==> config.mk <==
export PLATFORM = sky130hd
export DESIGN_NAME = board_reveal_ctrl
export DESIGN_NICKNAME = d
export VERILOG_FILES = /design/src/rtl/board_reveal_ctrl.sv
export SDC_FILE = /design/constraint.sdc
export NUM_CORES = 1
export LEC_CHECK = 0
export CAP_MARGIN = 20
export CORE_MARGIN = 1.5
export CORE_UTILIZATION = 25
export CTS_CLUSTER_SIZE = 8
export DETAILED_ROUTE_END_ITERATION = 16
export PLACE_DENSITY = 0.38
export REMOVE_ABC_BUFFERS = 1
export SYNTH_ARGS = -nofsm -noshare
export SYNTH_HDL_FRONTEND = slang
export SYNTH_SLANG_ARGS = --single-unit
==> constraint.sdc <==
create_clock -name clk -period 3.5 [get_ports clk]
set_input_delay 0.35 -clock clk [delete_from_list [all_inputs] [get_ports clk]]
set_output_delay 0.35 -clock clk [all_outputs]
set_load 0.02 [all_outputs]
==> src/rtl/board_reveal_ctrl.sv <==
// Cursor and reveal sequencer for the 8x8 Buscaminas board: moves the cursor,
// counts neighbour mines through a 1-cycle-latency bitmap port and tracks lose/win.
module board_reveal_ctrl #(
  parameter int N     = 8,
  parameter int MINES = 10
) (
  input  logic       clk,
  input  logic       rst_n,
  input  logic       mv_up,
  input  logic       mv_down,
  input  logic       mv_left,
  input  logic       mv_right,
  input  logic       sel,
  input  logic       restart,
  output logic [2:0] casilla_x,
  output logic [2:0] casilla_y,
  output logic       mem_rd_en,
  output logic [2:0] mem_rd_x,
  output logic [2:0] mem_rd_y,
  input  logic       mem_rd_mine,
  output logic       rev_we,
  output logic [2:0] rev_x,
  output logic [2:0] rev_y,
  output logic [3:0] rev_count,
  output logic       busy,
  output logic       game_over,
  output logic       win
);

  localparam logic [6:0] SAFE_CELLS = 7'(N * N - MINES);

  typedef enum logic [2:0] {IDLE, CHECK, DECIDE, SCAN, WRITE, LOST, WON} state_t;

  state_t      state, next_state;
  logic [63:0] revealed;
  logic [6:0]  rev_cnt;
  logic [6:0]  rev_cnt_next;
  logic [2:0]  k;
  logic [3:0]  acc;
  logic        inb_d;
  logic [2:0]  tgt_x, tgt_y;
  logic [3:0]  dx, dy, nb_x, nb_y;
  logic        nb_in;
  logic        cur_revealed;
  logic        sel_ok;
  logic [3:0]  mine_add;

  assign cur_revealed = revealed[{casilla_y, casilla_x}];
  assign sel_ok       = sel && !cur_revealed;
  assign rev_cnt_next = rev_cnt + 7'd1;
  assign mine_add     = {3'b000, inb_d & mem_rd_mine};
  assign rev_x        = tgt_x;
  assign rev_y        = tgt_y;

  // Offsets are 4-bit two's complement; bit 3 of the sum flags -1 or 8, i.e. off-board.
  always_comb begin
    dx = 4'h1;
    dy = 4'h1;
    case (k)
      3'd0:    begin dx = 4'hF; dy = 4'hF; end
      3'd1:    begin dx = 4'h0; dy = 4'hF; end
      3'd2:    begin dx = 4'h1; dy = 4'hF; end
      3'd3:    begin dx = 4'hF; dy = 4'h0; end
      3'd4:    begin dx = 4'h1; dy = 4'h0; end
      3'd5:    begin dx = 4'hF; dy = 4'h1; end
      3'd6:    begin dx = 4'h0; dy = 4'h1; end
      default: begin dx = 4'h1; dy = 4'h1; end
    endcase
    nb_x  = {1'b0, tgt_x} + dx;
    nb_y  = {1'b0, tgt_y} + dy;
    nb_in = !nb_x[3] && !nb_y[3];
  end

  always_ff @(posedge clk or negedge rst_n) begin
    if (!rst_n) state <= IDLE;
    else        state <= next_state;
  end

  always_comb begin
    next_state = state;
    mem_rd_en  = 1'b0;
    mem_rd_x   = 3'd0;
    mem_rd_y   = 3'd0;
    rev_we     = 1'b0;
    rev_count  = 4'd0;
    case (state)
      IDLE:   if (sel_ok) next_state = CHECK;
      CHECK: begin
        mem_rd_en  = 1'b1;
        mem_rd_x   = tgt_x;
        mem_rd_y   = tgt_y;
        next_state = DECIDE;
      end
      DECIDE: next_state = mem_rd_mine ? LOST : SCAN;
      SCAN: begin
        if (nb_in) begin
          mem_rd_en = 1'b1;
          mem_rd_x  = nb_x[2:0];
          mem_rd_y  = nb_y[2:0];
        end
        if (k == 3'd7) next_state = WRITE;
      end
      WRITE: begin
        rev_we     = !restart;
        rev_count  = acc + mine_add;
        next_state = (rev_cnt_next == SAFE_CELLS) ? WON : IDLE;
      end
      default: next_state = state;
    endcase
    if (restart) next_state = IDLE;
  end

  // Cursor, reveal datapath and sticky status; restart behaves like a synchronous reset.
  always_ff @(posedge clk or negedge rst_n) begin
    if (!rst_n) begin
      casilla_x <= 3'd0;
      casilla_y <= 3'd0;
      tgt_x     <= 3'd0;
      tgt_y     <= 3'd0;
      revealed  <= '0;
      rev_cnt   <= 7'd0;
      k         <= 3'd0;
      acc       <= 4'd0;
      inb_d     <= 1'b0;
      busy      <= 1'b0;
      game_over <= 1'b0;
      win       <= 1'b0;
    end else if (restart) begin
      casilla_x <= 3'd0;
      casilla_y <= 3'd0;
      revealed  <= '0;
      rev_cnt   <= 7'd0;
      k         <= 3'd0;
      acc       <= 4'd0;
      inb_d     <= 1'b0;
      busy      <= 1'b0;
      game_over <= 1'b0;
      win       <= 1'b0;
    end else begin
      inb_d <= (state == SCAN) && nb_in;
      busy  <= (next_state == CHECK) || (next_state == DECIDE) ||
               (next_state == SCAN)  || (next_state == WRITE);
      case (state)
        IDLE: begin
          if (sel_ok) begin
            tgt_x <= casilla_x;
            tgt_y <= casilla_y;
          end else if (mv_up)    casilla_y <= casilla_y - 3'd1;
          else if (mv_down)      casilla_y <= casilla_y + 3'd1;
          else if (mv_left)      casilla_x <= casilla_x - 3'd1;
          else if (mv_right)     casilla_x <= casilla_x + 3'd1;
        end
        DECIDE: begin
          acc <= 4'd0;
          k   <= 3'd0;
        end
        SCAN: begin
          acc <= acc + mine_add;
          k   <= k + 3'd1;
        end
        WRITE: begin
          revealed[{tgt_y, tgt_x}] <= 1'b1;
          rev_cnt                  <= rev_cnt_next;
        end
        default: ;
      endcase
      if (next_state == LOST) game_over <= 1'b1;
      if (next_state == WON)  win       <= 1'b1;
    end
  end

endmodule

==> results of run 1 <==
layout make-up:
type / instances / share of cell area
Sequential cell: 97 / 0.3861
Multi-Input combinational cell: 301 / 0.3759
Timing Repair Buffer: 66 / 0.08677
Tap cell: 270 / 0.05373
Inverter: 76 / 0.04537
Clock buffer: 10 / 0.03801
Clock inverter: 6 / 0.01413
cell usage after synthesis (11+ instances only):
| library cell | number |
|---|---|
| nor3_1 | 11 |
| xor2_1 | 13 |
| a21oi_1 | 15 |
| nor2_1 | 32 |
| nand3_1 | 12 |
| o22ai_1 | 64 |
| inv_1 | 76 |
| nand2_1 | 22 |
| ha_1 | 16 |
| clkbuf_1 | 13 |
| dfrtp_1 | 97 |
logic make-up after synthesis:
group                      share of synthesized area
and+or+nand+nor                               0.1204
AOI/OAI and AO/OA                             0.1372
buffers and inverters                        0.08297
DFF                                           0.4679
muxes                                         0.1088
adders and majority gates                    0.05403
xor gates and xnor gates                     0.02870
what timing repair did:
action	in CTS	in global routing
buffers inserted	2	1
endpoints found under the hold margin	31	0
gates cloned	0	0
hold buffers	1	0
pin swaps	1	4
resized for setup	13	20
setup endpoints to repair	7	7
layout by cell type (no fill, tap or decap), drive strengths merged, types with 3 or more instances in the layout:
cell type | Yosys | routed
xor2 | 13 | 13
mux2i | 8 | 8
nor3 | 11 | 11
o2111ai | 3 | 3
clkdlybuf4s50 | 0 | 26
nand2 | 22 | 22
a21o | 4 | 4
o22ai | 64 | 64
mux2 | 11 | 11
clkbuf | 14 | 14
inv | 76 | 77
or3 | 3 | 3
nand2b | 8 | 8
nor2 | 32 | 32
xnor2 | 4 | 4
a21oi | 15 | 15
nand4 | 5 | 5
ha | 16 | 16
buf | 14 | 35
fa | 4 | 4
mux4 | 14 | 14
a22o | 6 | 6
nand3b | 5 | 5
and3 | 4 | 4
and2 | 6 | 6
nand3 | 12 | 12
nor2b | 7 | 7
nor4 | 3 | 3
o21ai | 4 | 4
dfrtp | 97 | 97
layer usage:
metal	vias to the layer above	track usage	share of wire
met5	-	0	0
met4	0	0.04150	0.020
met3	20	0.02733	0.030
met2	65	0.2035	0.45
met1	1903	0.1952	0.50
li1	1858	-	-
path summary, 6_finish.rpt:
| path | startpoint | to | slack (ns) | cells past startpoint |
|---|---|---|---|---|
| min | restart | k[0] | 0.39 | 2 |
| max reg2reg | casilla_x[0] | rev_x[0] | 0.20 | 8 |
| max in group asynchronous | rst_n | rev_x[2] | 2.18 | 3 |
| min in group asynchronous | rst_n | revealed[0] | 0.49 | 2 |
| max | k[0] | mem_rd_en | 0.13 | 13 |
| min reg2reg | win | win | 0.51 | 2 |
state kept, by name, indices dropped and copies added, names as in the netlist, 3 cells and up:
signal	cells
revealed	64
rev_x	3
casilla_x	3
casilla_y	3
rev_cnt	7
state	3
rev_y	3
acc	4
k	3
where the power goes:
| part | switching, mW | internal (mW) | total (mW) |
|---|---|---|---|
| combinational | 0.367 | 0.289 | 0.656 |
| sequential | 0.0694 | 1.16 | 1.22 |
| clock | 0.441 | 0.647 | 1.09 |
==> impl_results.md, run 1 <==
* Placed cells at 806
* Final WL at 13910 microns
* Ys flop type: dfrtp_1
* Via count at 3846
* Total of max-cap violations at 0
* Longest Clk Path Bufs at 2
* Antenna diodes at 0
* First-pass GRT wire length at 22500 microns
* CTS tree: done
* Multi-input gate area at 2364 sq um
* Crit path buf inv count at 3
* Largest net degree at the start of global routing at 54
* Share of the synthesized area in the top cell type at 0.4679
* Initial core utilization at 0.2555
* CTS buffer count at 9
* Floorplan core area at 20300 sq um
* Fin area at 6287 sq um
* Initial antenna violation count at 0
* Post-layout util at 0.3097
* Crit path time final at 3.372 ns
* Vias in the first global route at 3896
* Cell family with most CP delay: adder cells
* Peak VDD IR at 0.2459 mV
* Routability cong. at 0.8118
* Crit path kind: flip-flop to output pin
* Sum Neg Setup Slack at 0 ns
* Drt pass-1 iters at 4
* DR vias/cell at 4.656
* Slowest cell on crit path: dfrtp_1
* Status: finished, final reports clean
* Clock Latency Late Sink at 0.35 ns
* Critical-path maximum fanout at 5
* Ports at 36
* Row count at 52
* Crit start category: flip-flop
* Fin cells at 826
* Antenna viol nets, final at 0
* Die footprint at 21620 sq um
* Min Hold Slack at 0.3862 ns
* Die width at 147.1 microns
* Period utilisation layout at 0.9633
* Number of fill cells in the layout at 2148
* # port buffers at 35
* Seq/Total Area, Yosys at 0.4679
* Clk slew on worst S/H paths at 0.06 ns
* Layout cell share with drive strength beyond 1 at 0.1583
* Required time of the critical path at 3.15 ns
* Yosys top cell by area: dfrtp_1
* Worst setup margin at 0.1285 ns
* Final hold vios at 0
* Pre-CTS WS at -0.03372 ns
* Total power at 2.969 mW
* Chip height at 147.1 microns
* Synthesized area at 5187 sq um
* 1st-iter DRT viols at 113
* Hold Path Class: input pin to flip-flop
* Flops & latches, synth at 97
* DRC Markers at 0
* Synth top area cells: dfrtp_1, o22ai_1, inv_1
* Final layout net count at 580
* Yosys cell types at 50
* Num Clock Sinks at 97
* Clock Skew at 0.008501 ns
* Leak at 2.636 nW
* Ys Warns at 0
* Cells after Synth at 502
* CP peak stage delay at 0.44 ns
* Cell chain of the critical path: ha_2 > ha_1 > a211oi_2 > buf_4 > nand2_1 > ha_1 > a21o_1 > a21oi_2 > xor2_2 > nor3_2 > buf_4 > or2_2 > buf_2
* Setup Viol. Count Final at 0
* Tightest Pin Transition at 0.6269 ns
* CTS Root Buffer Type: clkbuf_16
* WL/cell at 16.84 microns
* Placed cell area at 5926 sq um
* Fmax at 296.6 MHz
* Relative slew slack at 0.5805
* Max H-tree Level at 3
* FFs w/ async S/R, synth at 1.000
* Fin. max-slew vios at 0
* Post-synthesis average cell area at 10.33 sq um
* Total track usage at 0.1353
* Synthesis-to-finish area growth at 21.20%
* Total grt overflow at 0
* Post-DP HPWL at 9877 microns
* Post-synth EDFFs at 0
* CP Capture Type: output pin
* Register area at 2427 sq um
* Critical path arrival at 3.02 ns
* Power per cell area at 472.2 nW/um^2
No activity file was read; power rests on OpenSTA's default activity.
==> run 2, diff against run 1 <==
- CORE_MARGIN: 1.5 -> 5
==> run 2 against run 1 <==
Count of clock-buffer cells in the layout decreased by 1. Utilization decreased by 0.093 points. First-iteration DRC count decreased by 21%. Total power decreased by 2.0%. Non-clock buffer count increased by 1. Via count decreased by 0.65%. Sequential share of layout area about the same. Critical endpoint is now rev_x[1]. Worst hold slack got worse by 0.37 ns. Clock power decreased by 7%.
==> impl_results.md, run 2 (synthesis results as in run 1) <==
* Slowest cell on crit path: dfrtp_1
* Power per cell area at 462.6 nW/um^2
* Setup Viol. Count Final at 0
* Reg-to-Reg Start: casilla_x[0]
* Max FFs per register at 64
* Critical-path maximum fanout at 8
* Row count at 52
* Vias in the first global route at 4072
* Leak at 2.635 nW
* CTS tree: done
* Chip height at 154.1 microns
* Routability cong. at 0.7827
* # port buffers at 35
* Longest Clk Path Bufs at 2
* Num Clock Sinks at 97
* Layout cell share with drive strength beyond 1 at 0.1652
* Total power at 2.909 mW
* Total track usage at 0.1220
* Placed cells at 806
* Initial core utilization at 0.2547
* Period utilisation layout at 0.9573
* Clk slew on worst S/H paths at 0.07 ns
* Ports at 36
* Post-DP HPWL at 10010 microns
* Fin. max-slew vios at 0
* Number of fill cells in the layout at 2151
* Fin cells at 827
* Total of max-cap violations at 0
* Die width at 154.1 microns
* Floorplan core area at 20360 sq um
* Antenna viol nets, final at 0
* Fmax at 298.5 MHz
* Cells on worst reg2reg path at 7
* Initial antenna violation count at 0
* Final layout net count at 581
* Clock Latency Late Sink at 0.36 ns
* Relative slew slack at 0.5685
* Critical register-to-register path endpoint: rev_x[1]
* Antenna diodes at 0
* Reg with most FFs: revealed
* Status: finished, final reports clean
* First-pass GRT wire length at 22990 microns
* CP peak stage delay at 0.68 ns
* Crit path capture: rev_x[1]
* Cell chain of the critical path: mux4_1 > mux2i_1 > mux2i_1 > a2111o_1 > and2_4 > or4b_4 > mux2_4
* Synthesis-to-finish area growth at 21.23%
* Max H-tree Level at 3
* Critical path arrival at 3.59 ns
* Crit start category: flip-flop
* Crit path kind: flip-flop to flip-flop
* Final hold vios at 0
* Most Frequent Cell on Critical Path: mux2i_1
* Worst Setup SP: casilla_x[0]
* Final WL at 14150 microns
* Peak VDD IR at 0.2607 mV
* Crit path time final at 3.351 ns
* Clock Skew at 0.01049 ns
* Drt pass-1 iters at 4
* CP Capture Type: flip-flop
* Via count at 3821
* Commonest non-fill, non-tap cell in the layout: dfrtp_1
* R2R setup slack at 0.15 ns
* DR vias/cell at 4.620
* WL/cell at 17.11 microns
* Largest net degree at the start of global routing at 47
* Min Hold Slack at 0.01422 ns
* Most frequent cells in the layout: dfrtp_1, inv_1, o22ai_1
* Required time of the critical path at 3.74 ns
* Die footprint at 23730 sq um
* 1st-iter DRT viols at 89
* CTS Root Buffer Type: clkbuf_16
* DRC Markers at 0
* CTS buffer count at 9
* Largest regs: revealed: 64 flops, rev_cnt: 7 flops, acc: 4 flops
* Tightest Pin Transition at 0.6473 ns
* Total grt overflow at 0
* Post-layout util at 0.3088
* Hold Path Class: input pin to async pin
==> run 2: metrics by stage <==
stage	TNS [ns]	setup WS, ns	instance area (sq um)
finish	0	0.1494	6289
global route	-0.008309	-0.008309	6289
CTS	0	0.001139	6255
detailed placement	-0.4015	-0.07181	5926
global placement	-0.2843	-0.04645	5926
floorplan	0	0.01759	5042
==> run 2: metal layers <==
layer / up-vias / routed length [microns] / track usage
li1: 1862 / - / -
met1: 1894 / 6940 / 0.1673
met2: 57 / 6653 / 0.1968
met3: 8 / 449 / 0.03232
met4: 0 / 104 / 0.02145
met5: - / 0 / 0
==> run 2: cell type report <==
class / instances / area [sq um] / share of cell area
clock buffers: 9 / 225.2 / 0.03581
clock inverters: 7 / 81.33 / 0.01293
inverters: 76 / 285.3 / 0.04536
multi-input cells: 301 / 2379 / 0.3782
flip-flops and latches: 97 / 2427 / 0.3860
well taps: 270 / 337.8 / 0.05372
repair buffers: 67 / 553.0 / 0.08794
==> run 2: worst max-delay path, delay by kind of cell (launching register included) <==
family           cells  cell delay [ns]
multiplexers         4             1.33
AO/OA/AOI/OAI        1             0.47
AND/OR/NAND/NOR      2             0.74
flip-flops           1             0.68
==> run 2: worst min path at each step <==
stage / slack [ns] / depth (start not counted) / endpoint
global route: 0.06 / 1 / revealed[35]
detailed placement: 0.42 / 1 / revealed[38]
CTS: 0.03 / 1 / revealed[32]
floorplan: 0.05 / 0 / acc[0]
finish: 0.01 / 1 / revealed[38]
global placement: 0.42 / 1 / revealed[38]
==> run 2: power by group <==
group	leakage (nW)	switching, mW	internal (mW)
logic	1.14	0.365	0.304
clock network	0.150	0.500	0.510
registers	1.35	0.0762	1.15
total	2.63	0.941	1.97
==> run 2: repair_timing <==
item,in CTS,in global routing
setup endpoints to repair,7,7
cloned,0,0
gates resized for setup,18,17
hold buffers,0,0
pin swaps,1,6
buffers inserted,2,3
==> run 3, diff against run 2 <==
- CTS_CLUSTER_SIZE: 8 -> 10
==> results of run 3 <==
The final DEF is identical to that of run 2; final timing and power are the same.
